`src/rtl/mod3_rr_scheduler.sv`:
```
// mod3_rr_scheduler: round-robin shared serial mod-3 remainder engine with tagged result handshake
module mod3_rr_scheduler #(
    parameter int NREQ = 4,
    parameter int W = 8
) (
    input  logic                        clk,
    input  logic                        resetn,
    input  logic [NREQ-1:0]             req_valid,
    input  logic [NREQ*W-1:0]           req_data,
    output logic [NREQ-1:0]             req_ready,
    output logic                        res_valid,
    input  logic                        res_ready,
    output logic [$clog2(NREQ)-1:0]     res_id,
    output logic [1:0]                  res_rem,
    output logic                        res_div3,
    output logic                        busy
);
    localparam int IDW = $clog2(NREQ);
    localparam int CW = W > 1 ? $clog2(W) : 1;
    typedef enum logic [1:0] {IDLE, SHIFT, DONE} state_t;
    state_t state;
    logic [IDW-1:0] ptr, id, gid;
    logic [W-1:0] word;
    logic [CW-1:0] cnt;
    logic [1:0] rem, nrem;
    logic [NREQ-1:0] rot;
    logic found, b;
    assign rot = NREQ'({req_valid, req_valid} >> ptr);
    always_comb begin
        gid = '0;
        found = 1'b0;
        for (int k = NREQ-1; k >= 0; k--)
            if (rot[k]) begin
                gid = IDW'((int'(ptr) + k) % NREQ);
                found = 1'b1;
            end
    end
    assign b = word[cnt];
    assign nrem = (rem == 2'd0) ? {1'b0, b} : (rem == 2'd1) ? (b ? 2'd0 : 2'd2) : (b ? 2'd2 : 2'd1);
    assign req_ready = (state == IDLE && found) ? NREQ'(1) << gid : '0;
    assign res_valid = state == DONE;
    assign busy = state != IDLE;
    always_ff @(posedge clk) begin
        if (!resetn) begin
            state <= IDLE;
            ptr <= '0;
            id <= '0;
            word <= '0;
            rem <= '0;
            cnt <= '0;
            res_id <= '0;
            res_rem <= '0;
            res_div3 <= 1'b0;
        end else begin
            case (state)
                IDLE: if (found) begin
                    word <= req_data[gid*W +: W];
                    id <= gid;
                    rem <= '0;
                    cnt <= CW'(W-1);
                    state <= SHIFT;
                end
                SHIFT: begin
                    rem <= nrem;
                    cnt <= cnt - 1'b1;
                    if (cnt == '0) begin
                        state <= DONE;
                        res_id <= id;
                        res_rem <= nrem;
                        res_div3 <= nrem == 2'd0;
                    end
                end
                DONE: if (res_ready) begin
                    state <= IDLE;
                    ptr <= (id == IDW'(NREQ-1)) ? '0 : id + 1'b1;
                end
                default: state <= IDLE;
            endcase
        end
    end
endmodule

```
`config.mk`:
```
export PLATFORM = sky130hd
export DESIGN_NAME = mod3_rr_scheduler
export DESIGN_NICKNAME = d
export VERILOG_FILES = /design/src/rtl/mod3_rr_scheduler.sv
export SDC_FILE = /design/constraint.sdc
export NUM_CORES = 1
export LEC_CHECK = 0
export ABC_AREA = 1
export BUFFER_PORTS_ARGS = -buffer_cell sky130_fd_sc_hd__buf_2
export CORE_ASPECT_RATIO = 0.75
export CORE_MARGIN = 2
export CORE_UTILIZATION = 50
export DETAILED_ROUTE_END_ITERATION = 7
export PLACE_DENSITY = 0.77
export SYNTH_ARGS = -nofsm -noshare
export SYNTH_HDL_FRONTEND = slang
export SYNTH_SLANG_ARGS = --single-unit
export TNS_END_PERCENT = 50
```
`constraint.sdc`:
```
create_clock -name clk -period 2.8 [get_ports clk]
set_input_delay 0.28 -clock clk [delete_from_list [all_inputs] [get_ports clk]]
set_output_delay 0.28 -clock clk [all_outputs]
set_load 0.03 [all_outputs]
```
* Yosys cells after proc, flatten, opt, wreduce, memory -nomap -nowiden
Cells that the tools add are included.
** Cells by class
- Add/subtract/negate cells :: 5
- Order comparisons :: 1
- Equality and inequality tests :: 7
- Shift-type cells :: 3
- Muxes and demuxes :: 24
- Reductions and logical operators :: 12
** Operators with widths (number)
- indexed part select 32 x 6 -> 8 bit :: 1
- 2-to-1 mux 2 bit :: 13
- AND reduction 2 bit :: 4
- right shift 8 x 2 -> 4 bit :: 1
- logical NOT 2 bit :: 3
- one-hot mux 2 bit (3 select lines) :: 1
- one-hot mux 3 bit (2 select lines) :: 1
- 2-to-1 mux 1 bit :: 5
- adder 2 x 1 -> 2 bit (second input constant) :: 2
- adder 2 bit (second input constant) :: 2
- equality test 2 x 1 -> 1 bit (second input constant) :: 2
- equality test 2 bit (second input constant) :: 2
- < comparator 3 x 4 -> 1 bit (second input constant) :: 1
- 2-to-1 mux 4 bit :: 1
- inequality test 2 bit (second input constant) :: 2
- one-hot mux 2 bit (2 select lines) :: 1
- nonzero test 2 bit :: 2
- left shift 1 x 2 -> 4 bit (first input constant) :: 1
- binary-select mux 1 bit (select 3 bit) :: 1
- logical NOT 3 bit :: 1
- 2-to-1 mux 3 bit :: 1
- AND reduction 3 bit :: 1
- subtractor 3 x 1 -> 3 bit (second input constant) :: 1
- inequality test 2 x 1 -> 1 bit (second input constant) :: 1
- logical AND 1 bit :: 1
** Word-level totals
- Flip-flop bits (word level) :: 24
- Bits of input ports :: 39
- Logic and storage cells :: 61

* Depth between registers and ports, before layout
Gate-level depths: netlist of the first run.
- Word-level depth :: 7
- Depth in mapped cells :: 15
- Gate-level depth less buffers :: 13

* Least setup slack after synthesis of the first run
No wires, ideal clock.
- Kind :: reg-to-output
- From :: register ptr[0]
- To :: output req_ready[3]
- Arrival :: 1.821 ns
- Required time :: 2.520 ns
- Setup slack :: 0.699 ns
- Stages on the path, launching flop included :: 12
- Cells stage by stage :: dfxtp_1 -> buf_6 -> inv_6 -> nand2_2 -> nand3_2 -> nand2_1 -> inv_2 -> nand2_2 -> nand3_4 -> nand2_4 -> buf_6 -> nor3_1
** Between the ends
- Longest elaborated chain between the ends :: 7
- Elaborated cells on any way between the ends :: 15
- Those cells by class :: add/sub (3); shift (2); mux (9); reduce/logical (1)
** RTL lines
- start: declaration :: line 22 : logic [IDW-1:0] ptr, id, gid;
- start signal: assignment :: line 75 : ptr <= (id == IDW'(NREQ-1)) ? '0 : id + 1'b1;
- adder 2 bit / right shift 8 x 2 -> 4 bit (equally long branches) :: line 34, 28
- 2-to-1 mux 2 bit / 2-to-1 mux 1 bit (equally long branches) (4 in series) :: line 33 : if (rot[k]) begin
- left shift 1 x 2 -> 4 bit / logical AND 1 bit (equally long branches) :: line 40 : assign req_ready = (state == IDLE && found) ? NREQ'(1) << gid : '0;
- 2-to-1 mux 4 bit (*) :: line 40
- end: declaration :: line 10 : output logic [NREQ-1:0] req_ready,
Every way passes the cells marked *; elsewhere a longest branch is shown, timed or not.

* Worst setup path in the final report of the first run
- From :: register ptr[0]
- To :: output req_ready[2]
Same word-level chain as after synthesis.

==> results summary, run 1 <==
The post-CTS clock slew at the launch and capture registers of the worst setup and hold paths came out at 80 ps. The worst hold path belongs to the class primary input to flip-flop. The worst max-slew margin expressed relative to the limit is 68.5%. The number of hold violations in the final report was 0. In the layout the commonest cells are 64 x nand2_1, 55 x inv_1, 49 x buf_2, 30 x nor2_1, 28 x nand3_1. After detailed routing, the average wire length per cell comes to 10.0 um. The pin count of the biggest net entering global routing came out at 17. From synthesis to final layout, the design area changed by 16.5%. The internal power component is 638 uW. TritonCTS built the clock tree.

The first routing iteration left 62 violations. The sequential cell area is 480 sq um. Leaving out fill and tap cells, the most frequent cell in the layout is nand2_1. In the post-route analysis, the smallest setup slack over all paths is 339 ps. Counting along the longest clock path gives a buffer depth of 2. The number of iterations in the first detailed-routing pass is 4. The fraction of power consumed by combinational cells is 40.3%. The proportion of power drawn by flip-flops and latches came out at 40.7%. The peak supply drop is 477 uV. Setup repair after global routing left no endpoint under its margin.

For this run, the leading register cell type out of synthesis is dfxtp_1. The number of synthesized register bits is 24. The arrival time at the worst endpoint is 2180 ps. The sum of routed wire length over all layers is 3660 um. STA puts the critical path data required time at 2520 ps. The worst setup path is of the flip-flop to primary output kind. The global-route wire length before repair is 6120 um. The congestion estimate from routability-driven global placement came to 0.810. Across the run, the number of max-cap violations was 0. The overall track demand over capacity in global routing is 19.8%. The share of layout cells above drive strength 1 is 23.4%.

The die is 72.0 um wide. In this run the worst path has a maximum fanout of 16. The pre-CTS setup slack is 662 ps.

The ratio of total power to cell area came out at 520 nW/um^2. The post-DP HPWL came out at 2880 um. The count of clock tree sinks came out at 24. Setup violations remaining at the end of the flow were counted as 0. Total power for the finished layout comes to 1050 uW. The number of filler cells placed in the layout is 325. The count of cells resized by post-cts repair is 0. Across all hold checks on the routed design, the worst slack comes to 291 ps. The detail route stage leaves a number of antenna-violating nets equal to 0. The CTS H-tree depth came out at 1. The later pin in the worst-skew pair is clocked with a latency of 260 ps. The initialized floorplan defines 18 standard-cell rows. The aggregate negative setup slack came out at 0 ps. 50 I/O pins were placed.

Measured on the finished design, the core utilization comes to 61.0%. STA classifies the critical path endpoint as a primary output. The highest achievable clock rate came out at 0.406 GHz. The part of the Yosys area used for sequential elements is 27.7%. The chip height is 55.0 um. In this run switching power makes up 39.2% of total power. The area of the die came out at 3960 sq um. The initial core utilization is 52.3%. The total CTS buffers is 3. The clock network fraction of design power is 19.0%. The share of synthesized flip-flops with an asynchronous set or reset is 0%. The final worst clock skew came out at 3.71 ps.

The switching component of the power is 412 uW. The number of buffers inserted for hold repair after clock tree synthesis came out at 0. The worst path uses 87.9% of the clock period. The number of buffers inserted to repair setup after CTS is 0. The final-stage net count came out at 370. Counting distinct cell types in the post-synthesis netlist gives 31.

The count of flip-flops with a built-in enable after synthesis came out at 0. The total via count in the routed design came out at 1722. The tree is rooted in a clkbuf_8.

The yosys synthesis warning count is 0. The synthesized netlist occupies a cell area of 1730 sq um. The run finished with clean final reports. The DRC violation count after routing is 0. The analysis attributes to cell leakage a power of 0.00115 uW.

The smallest clock period supported by the final layout is computed as 2460 ps. The overflow left after global routing is 0. The initial antenna violation count is 0. Synthesis produced a netlist with a net count of 323. The number of instances in the synthesized netlist came out at 280. Using the TritonRoute via totals, the vias-per-cell ratio works out to 4.72. The count of input and output buffers came out at 49. The average cell area after synthesis is 6.19 sq um. The number of pins with negative max-slew slack in the final report came to 0. The transition time at the pin with the least slew margin is 468 ps. The startpoint type of the worst setup path is a flip-flop. The standard cell core area is 3310 sq um. The multi-input combinational cells in the finished layout cover a total of 968 sq um. The count of inserted antenna diode cells came out at 0. The number of global-route vias before repair is 1513.
==> worst paths after layout <==
path / start / to / slack, ps / depth (start not counted)
max: ptr[0] / req_ready[2] / 340 / 9
max reg2reg: ptr[0] / word[6] / 820 / 9
min: res_ready / state[1] / 290 / 4
min reg2reg: res_div3 / res_div3 / 480 / 2
==> power by group through the flow <==
stage	Sequential [uW]	Combinational [uW]	Clock, uW
after floorplan	438	325	0
after global placement	434	416	0
after detailed placement	436	420	0
after CTS	428	423	209
after global routing	434	481	219
final	428	423	200
==> stage by stage <==
stage,cells,area (sq um)
floorplan,280,1730
global placement,362,1980
detailed placement,362,1980
CTS,365,2020
global route,365,2020
finish,365,2020
==> cells in the mapped netlist, types with 3 or more instances <==
master,n,area [sq um]
a21oi_1,14,70.1
buf_6,3,33.8
clkbuf_1,3,11.3
dfxtp_1,24,480
ha_1,4,50.1
inv_1,55,206
inv_2,3,11.3
nand2_1,64,240
nand2_2,9,56.3
nand3_1,28,140
nand3_2,4,40.0
nor2_1,30,113
nor3b_1,3,22.5
o211ai_1,6,45.0
o21ai_0,11,55.1
==> state kept, by name, indices dropped and copies added, names as in the netlist <==
name,flops
word,8
cnt,3
id,2
ptr,2
rem,2
res_id,2
res_rem,2
state,2
res_div3,1
==> per-layer routing <==
metal	vias to the layer above	share of wire, %	GRT usage [%]
li1	955	-	-
met4	0	1.7	7.23
met3	6	4.4	3.80
met1	723	52	24.9
met5	-	0	0
met2	38	42	34.7
==> cell families (layout without fill, tap and decap cells) <==
logic type / after synthesis / in the layout / share of synthesized area [%]
AOI/OAI and AO/OA: 35 / 35 / 11.3
adders and majority gates: 4 / 4 / 2.89
xor gates and xnor gates: 2 / 2 / 1.01
DFF: 24 / 24 / 27.7
and+or+nand+nor: 148 / 148 / 40.7
buffers and inverters: 67 / 112 / 16.4
==> layout make-up <==
class	instances	share of cell area [%]
multi-input cells	189	48.0
flip-flops and latches	24	23.8
inverters	59	11.2
clock buffers	3	2.04
repair buffers	50	12.5
well taps	40	2.48
==> worst max-delay path, cell delays in order (launching register included) <==
cell and delay [ps]:
dfxtp_1 580, nand2_1 170, nand3_2 130, nand2_4 70, o21ai_2 170, nand2_2 140
nand2_4 180, nand2_1 110, nor2_1 150, buf_2 220
Power figures use the tool's default switching activity.
==> inputs of run 2 (changes only) <==
Settings changed: ABC_AREA 1 to default, CTS_BUF_LIST from default to sky130_fd_sc_hd__clkbuf_4 sky130_fd_sc_hd__clkbuf_8, PLACE_DENSITY 0.77 to 0.8.
==> results summary, run 2 <==
The yosys synthesis warning count came out at 0. The worst max-slew margin expressed relative to the limit came out at 58.1%. The path class of the tightest hold or removal check is primary input to flip-flop.

The final-stage net count came out at 244. In this run, synthesis inferred 0 flip-flops with an integrated enable. Sorting the synthesized cells by area gives the leading types as dfxtp_1 35%, mux2i_1 15%, o221ai_1 5.1%. The number of buffers inserted for hold repair after clock tree synthesis came out at 0. Of the available clock period, the critical path in the final layout requires 83.2%. TritonCTS built the clock tree.

Setup slack on the worst reg-to-reg path comes out at 780 ps. When the netlist entered floorplanning its net count stood at 195. The clock reaches the later pin of the worst-skew pair after 330 ps. The number of global-route vias before repair is 1292. The share of layout cells above drive strength 1 is 31.0%. The largest buffer count on any clock path came out at 2.

Of the synthesized area, sequential elements account for 35.0%. The standard cell core area came out at 2600 sq um. The worst register-to-register path ends at rem[1]. The count of inserted antenna diode cells came out at 0. The number of different library cells used by synthesis comes to 38. The weighted congestion reported at the end of routability-driven placement came out at 0.801.

The biggest area contributor in the post-synthesis netlist is dfxtp_1. The area share of the largest cell type after synthesis is 35.0%. Hold is met by 221 ps.

The number of gates resized after CTS was 0. STA classifies the critical path endpoint as a primary output. Across all layers, the routed design uses 1314 vias. After detailed routing, the average wire length per cell comes to 13.9 um.

Buffers placed on the I/O ports in this run total 49. The pre-CTS setup slack came out at 816 ps. The required time of the critical path came out at 2520 ps. The first global-routing pass estimated 5570 um of wire.

The initial antenna violation count came out at 0. The initial core utilization is 52.7%. The worst-case setup margin in the final layout is 470 ps. The number of primary I/O pins came out at 50. The total CTS buffers came out at 3. The kind of critical path is flip-flop to primary output. The biggest fanout along the worst timing path came out at 13.

The number of hold violations in the final report is 0. The number of pins with negative max-slew slack in the final report came out at 0. The average cell area after synthesis is 9.02 sq um.

The pin count of the biggest net entering global routing came out at 20. In the layout the commonest cells are 49 x buf_2, 24 x dfxtp_1, 20 x mux2i_1, 12 x a21oi_1, 12 x nor2_1. The area overhead of the layout relative to synthesis came out at 23.2%. CTS placed an instance of clkbuf_4 at the clock tree root. The violation count after the first detailed-routing iteration is 50. CTS built an H-tree with a depth of 1. The via density per instance is 5.57. The commonest cells after synthesis are 24 x dfxtp_1, 20 x mux2i_1, 12 x a21oi_1, 12 x nor2_1, 11 x nand2_1. The share of synthesized flip-flops with an asynchronous set or reset came out at 0%. The synthesized area is 1370 sq um. The number of non-filler instances in the completed layout is 236.

The die covers 3180 sq um. Measured along the x axis, the die boundary spans 64.5 um. The number of iterations in the first detailed-routing pass came out at 6. The shortest period the worst path allows is 2330 ps. The overflow left after global routing is 0.

The endpoint of the worst hold path is ptr[1]. The startpoint identified for the worst hold timing path is res_ready. The aggregate negative setup slack is 0 ps. The count of clock tree sinks came out at 24. The delay contributed by the slowest stage of the critical path is 350 ps.

The row count came out at 16. The peak supply drop is 303 uV. The transition time at the pin with the least slew margin is 624 ps. Traced cell by cell, the critical path runs through or2_4, or2_1, buf_4, or2_1, nor2_1, buf_2.

The overall track demand over capacity in global routing is 22.3%. Among all stages on the critical path, the largest delay is contributed by dfxtp_1. The DRC violation count after routing came out at 0. Across the run, the number of max-cap violations was 0.

The largest registers in the layout are word: 8 flops, cnt: 3 flops. STA classifies the critical path startpoint as a flip-flop. The number of instances in the synthesized netlist is 152. The run finished with clean final reports. Detailed placement ended at an HPWL of 2550 um. The chip height is 49.4 um. The number of cells on the worst reg-to-reg path came out at 6.

The worst register-to-register path begins at cnt[0]. The worst hold path was traced through 3 stages. The register with the most flip-flops is word.

The post-CTS clock slew at the launch and capture registers of the worst setup and hold paths came out at 140 ps. The ratio of total power to cell area came out at 565 nW/um^2. After clock tree synthesis, the setup repair step added 0 buffers. The number of synthesized register bits came out at 24.

The routed design has 3280 um of wire. The most frequent standard cell in the layout excluding fill and tap cells is buf_2. The predominant post-synthesis flop cell is dfxtp_1. The arrival time at the worst endpoint is 2050 ps. Clock skew on the completed layout was measured at 11.1 ps. The flip-flop count of the largest register, all copies and words added came out at 8. The cell total after placement is 232. Among the stages of the critical path, the cell type that occurs most often is or2_1. Yosys instantiated no cell more often than dfxtp_1. The number of routed nets with antenna violations is 0. In this run the static leakage power is 0.000785 uW.

The highest achievable clock rate is 0.429 GHz. The final setup violation count came out at 0. Setup repair after global routing left no endpoint under its margin.
[run 2: changes by cell type after synthesis, sizes merged, moves of 3 or more]
| cell | delta |
|---|---|
| or2 | +4 |
| nor2b | +3 |
| nand2 | -64 |
| nand2b | +4 |
| o211ai | -5 |
| o21ai | -10 |
| nor2 | -18 |
| o221ai | +9 |
| inv | -54 |
| nand3 | -24 |
| mux2i | +20 |
[run 2: final cells by class]
type | instances | area [sq um]
Sequential cell | 24 | 480
Tap cell | 36 | 45.0
Clock buffer | 3 | 22.5
Multi-Input combinational cell | 116 | 832
Inverter | 5 | 18.8
Clock inverter | 1 | 30.0
Fill cell | 222 | 913
Timing Repair Buffer | 51 | 260
[run 2: critical path, delay by kind of cell (launching register included)]
kind                   cells  cell delay, ps
and+or+nand+nor            4             950
DFF                        1             350
buffers and inverters      2             420
[run 2: logic make-up after synthesis]
kind of cell	Yosys count	share of synthesized area (%)
AO/OA/AOI/OAI	33	16.8
XOR/XNOR	1	0.639
adder cells (fa/ha/maj)	4	3.65
buffers and inverters	12	4.74
flip-flops	24	35.0
multiplexers	22	17.9
AND/OR/NAND/NOR	56	21.3
[run 2: layer usage]
layer / vias up / wire [um] / GRT usage [%]
li1: 656 / - / -
met5: - / 0 / 0
met3: 0 / 173 / 6.00
met4: 0 / 0 / 4.26
met2: 37 / 1700 / 41.7
met1: 621 / 1410 / 25.5
[run 2: how the worst max path moves through the flow]
stage,endpoint,cells past startpoint,slack (ps),start
2_1_floorplan,req_ready[0],5,510,ptr[1]
3_3_place_gp,req_ready[1],7,870,req_valid[3]
3_5_place_dp,req_ready[1],7,820,req_valid[3]
4_1_cts,req_ready[3],6,490,state[1]
5_1_grt,req_ready[0],5,280,ptr[1]
6_report,req_ready[3],6,470,state[1]
[run 2: where the power goes]
group / switching (uW) / internal [uW]
clock: 110 / 145
sequential: 28.8 / 379
combinational: 164 / 127
[run 2: metrics by stage]
stage	total power (uW)	cell area, sq um	utilization, %
2_1_floorplan	622	1370	-
3_3_place_gp	689	1640	62.9
3_5_place_dp	703	1640	62.9
4_1_cts	956	1690	64.9
5_1_grt	1010	1690	64.9
6_report	954	1690	64.9
==> inputs of run 3 (changes only) <==
Settings changed: ABC_AREA from default to 1, PLACE_DENSITY 0.8 to 0.76.
Clock period 2.8 ns to 2.3 ns, I/O delays scaled along.
==> results summary, run 3 (synthesis results as in run 1) <==
The run finished with clean final reports. CTS built an H-tree with a depth of 1. The biggest fanout along the worst timing path came out at 16.

The static leakage power came out at 0.00116 uW. The DRC violation count after routing came out at 0. The area overhead of the layout relative to synthesis came out at 17.3%. The number of global-route vias before repair came out at 1537. The number of hold violations in the final report is 0. The share of layout cells above drive strength 1 came out at 24.2%. VDD sags by at most 490 uV. The count of inserted antenna diode cells is 0. The largest buffer count on any clock path is 2. Dividing the detail-routed wire length by the instance count gives 9.89 um. The row count came out at 18.

The number of routed nets with antenna violations is 0. The flip-flop count of the largest register, all copies and words added came out at 8. The reg-to-reg setup timing slack came out at 550 ps. The utilization after layout is 61.4%. The final setup violation count is 0.

The worst hold path begins at res_ready. The initial antenna violation count came out at 0. The max-cap check violation count came out at 0. After clock tree synthesis, the flow added hold-fix buffers numbering 0. Tracing the worst setup path back leads to its startpoint at ptr[0]. The overall track demand over capacity in global routing is 20.1%. Counting instances, the worst hold path has a depth of 4. Entering global routing, the biggest net connects 17 pins.

After the first detailed-routing iteration, the DRC count stood at 81. The final-stage net count came out at 371. In the layout the commonest cells are 64 x nand2_1, 55 x inv_1, 49 x buf_2, 30 x nor2_1, 28 x nand3_1. The worst max-slew margin expressed relative to the limit is 74.0%.

The library cell used most frequently in the layout, excluding fill and tap cells, is nand2_1. The register with the most flip-flops in the final layout is word. The sum of routed wire length over all layers is 3620 um. The final worst clock skew came out at 4.63 ps. The worst setup path is of the flip-flop to primary output kind.

The arrival time at the worst endpoint is 1920 ps. The highest achievable clock rate came out at 0.464 GHz. The post-DP HPWL came out at 2860 um. TritonCTS built the clock tree. The tree built by TritonCTS fans out to 24 sinks. The overflow left after global routing is 0. The total via count in the routed design is 1763. In this run the vertical extent of the chip is 55.0 um.

The startpoint type of the worst setup path is a flip-flop. Clock tree synthesis selected as its root buffer the cell clkbuf_8. For this design the ratio of total power to cell area is 629 nW/um^2. The number of buffers inserted to repair setup after CTS came out at 0. The transition time at the pin with the least slew margin is 387 ps. The global-route wire length before repair is 6350 um.

The count of input and output buffers is 49. Timing analysis after detailed placement gives a worst setup slack of 228 ps. The standard cell core area is 3310 sq um. The shortest period the worst path allows came out at 2150 ps. The clock insertion delay at the later pin of the skew report is 260 ps.

The largest registers in the layout are word: 8 flops, cnt: 3 flops. The required time of the critical path is 2070 ps. The path class of the tightest hold or removal check is primary input to flip-flop. The worst path uses 93.7% of the clock period. The number of iterations in the first detailed-routing pass is 4. The via density per instance is 4.82. The initial core utilization came out at 52.3%. The area of the die is 3960 sq um. The worst-case setup margin in the final layout came out at 145 ps.

From left edge to right edge, the die measures 72.0 um. Setup repair after global routing could not meet its margin everywhere. The post-CTS clock slew at the launch and capture registers of the worst setup and hold paths came out at 80 ps. The number of pins with negative max-slew slack in the final report is 0. The total CTS buffers came out at 3. The number of primary I/O pins came out at 50. The number of cells on the worst reg-to-reg path is 7.

The beginning of the worst register-to-register path is cnt[0]. Routability-driven placement finished with a final weighted congestion of 0.773. STA classifies the critical path endpoint as a primary output.
## run 3: changes by cell type in the layout (fill, tap and decap cells not counted), moves of 9 or more
cell / delta
nand3_1: +19
nand2_1: +53
inv_1: +50
nor2_1: +18
mux2i_1: -20
nand2_2: +9
## run 3: power breakdown
part           internal, uW  switching (uW)
logic                   190             329
registers               475            46.4
clock network           117             122
## run 3: area by class of cell
| type | instances | area, sq um |
|---|---|---|
| multi-input combinational | 189 | 968 |
| fill | 325 | 1280 |
| clock buffer | 3 | 41.3 |
| sequential | 24 | 485 |
| tap | 40 | 50.0 |
| inverter | 59 | 226 |
| timing repair buffer | 51 | 260 |
## run 3: path summary, 6_finish.rpt
check | endpoint
worst max-delay path | req_ready[2]
worst min-delay path | state[1]
worst max register to register | rem[0]
worst min register to register | res_div3
## run 3: metal layers
metal / routed length, um / global-route usage (%)
met5: 0 / 0
met4: 13 / 2.83
met3: 178 / 3.62
met2: 1560 / 36.0
met1: 1860 / 26.4
## run 3: critical path, stage by stage, from the launching register on
cell	delay, ps
dfxtp_4	390
inv_6	100
nand2_2	80
nand3_2	90
nand2_4	70
o21ai_2	170
nand2_2	130
nand2_4	170
nand2_1	110
nor2_1	130
buf_2	220
## run 3: timing repair
| action | in CTS | in global routing |
|---|---|---|
| resized for setup | 1 | 2 |
| pin swaps | 0 | 0 |
| gates cloned | 0 | 0 |
| endpoints found under the setup margin | 3 | 3 |
## run 3: stage by stage
stage | std cells | hold WS [ps] | setup TNS (ps) | instance area, sq um | total power, uW
3_3_place_gp | 363 | 455 | 0 | 1990 | 1040
6_report | 366 | 243 | 0 | 2030 | 1280
4_1_cts | 366 | 239 | 0 | 2030 | 1290
3_5_place_dp | 363 | 473 | 0 | 1990 | 1050
5_1_grt | 366 | 258 | -1.90 | 2030 | 1400
2_1_floorplan | 280 | 368 | 0 | 1730 | 928
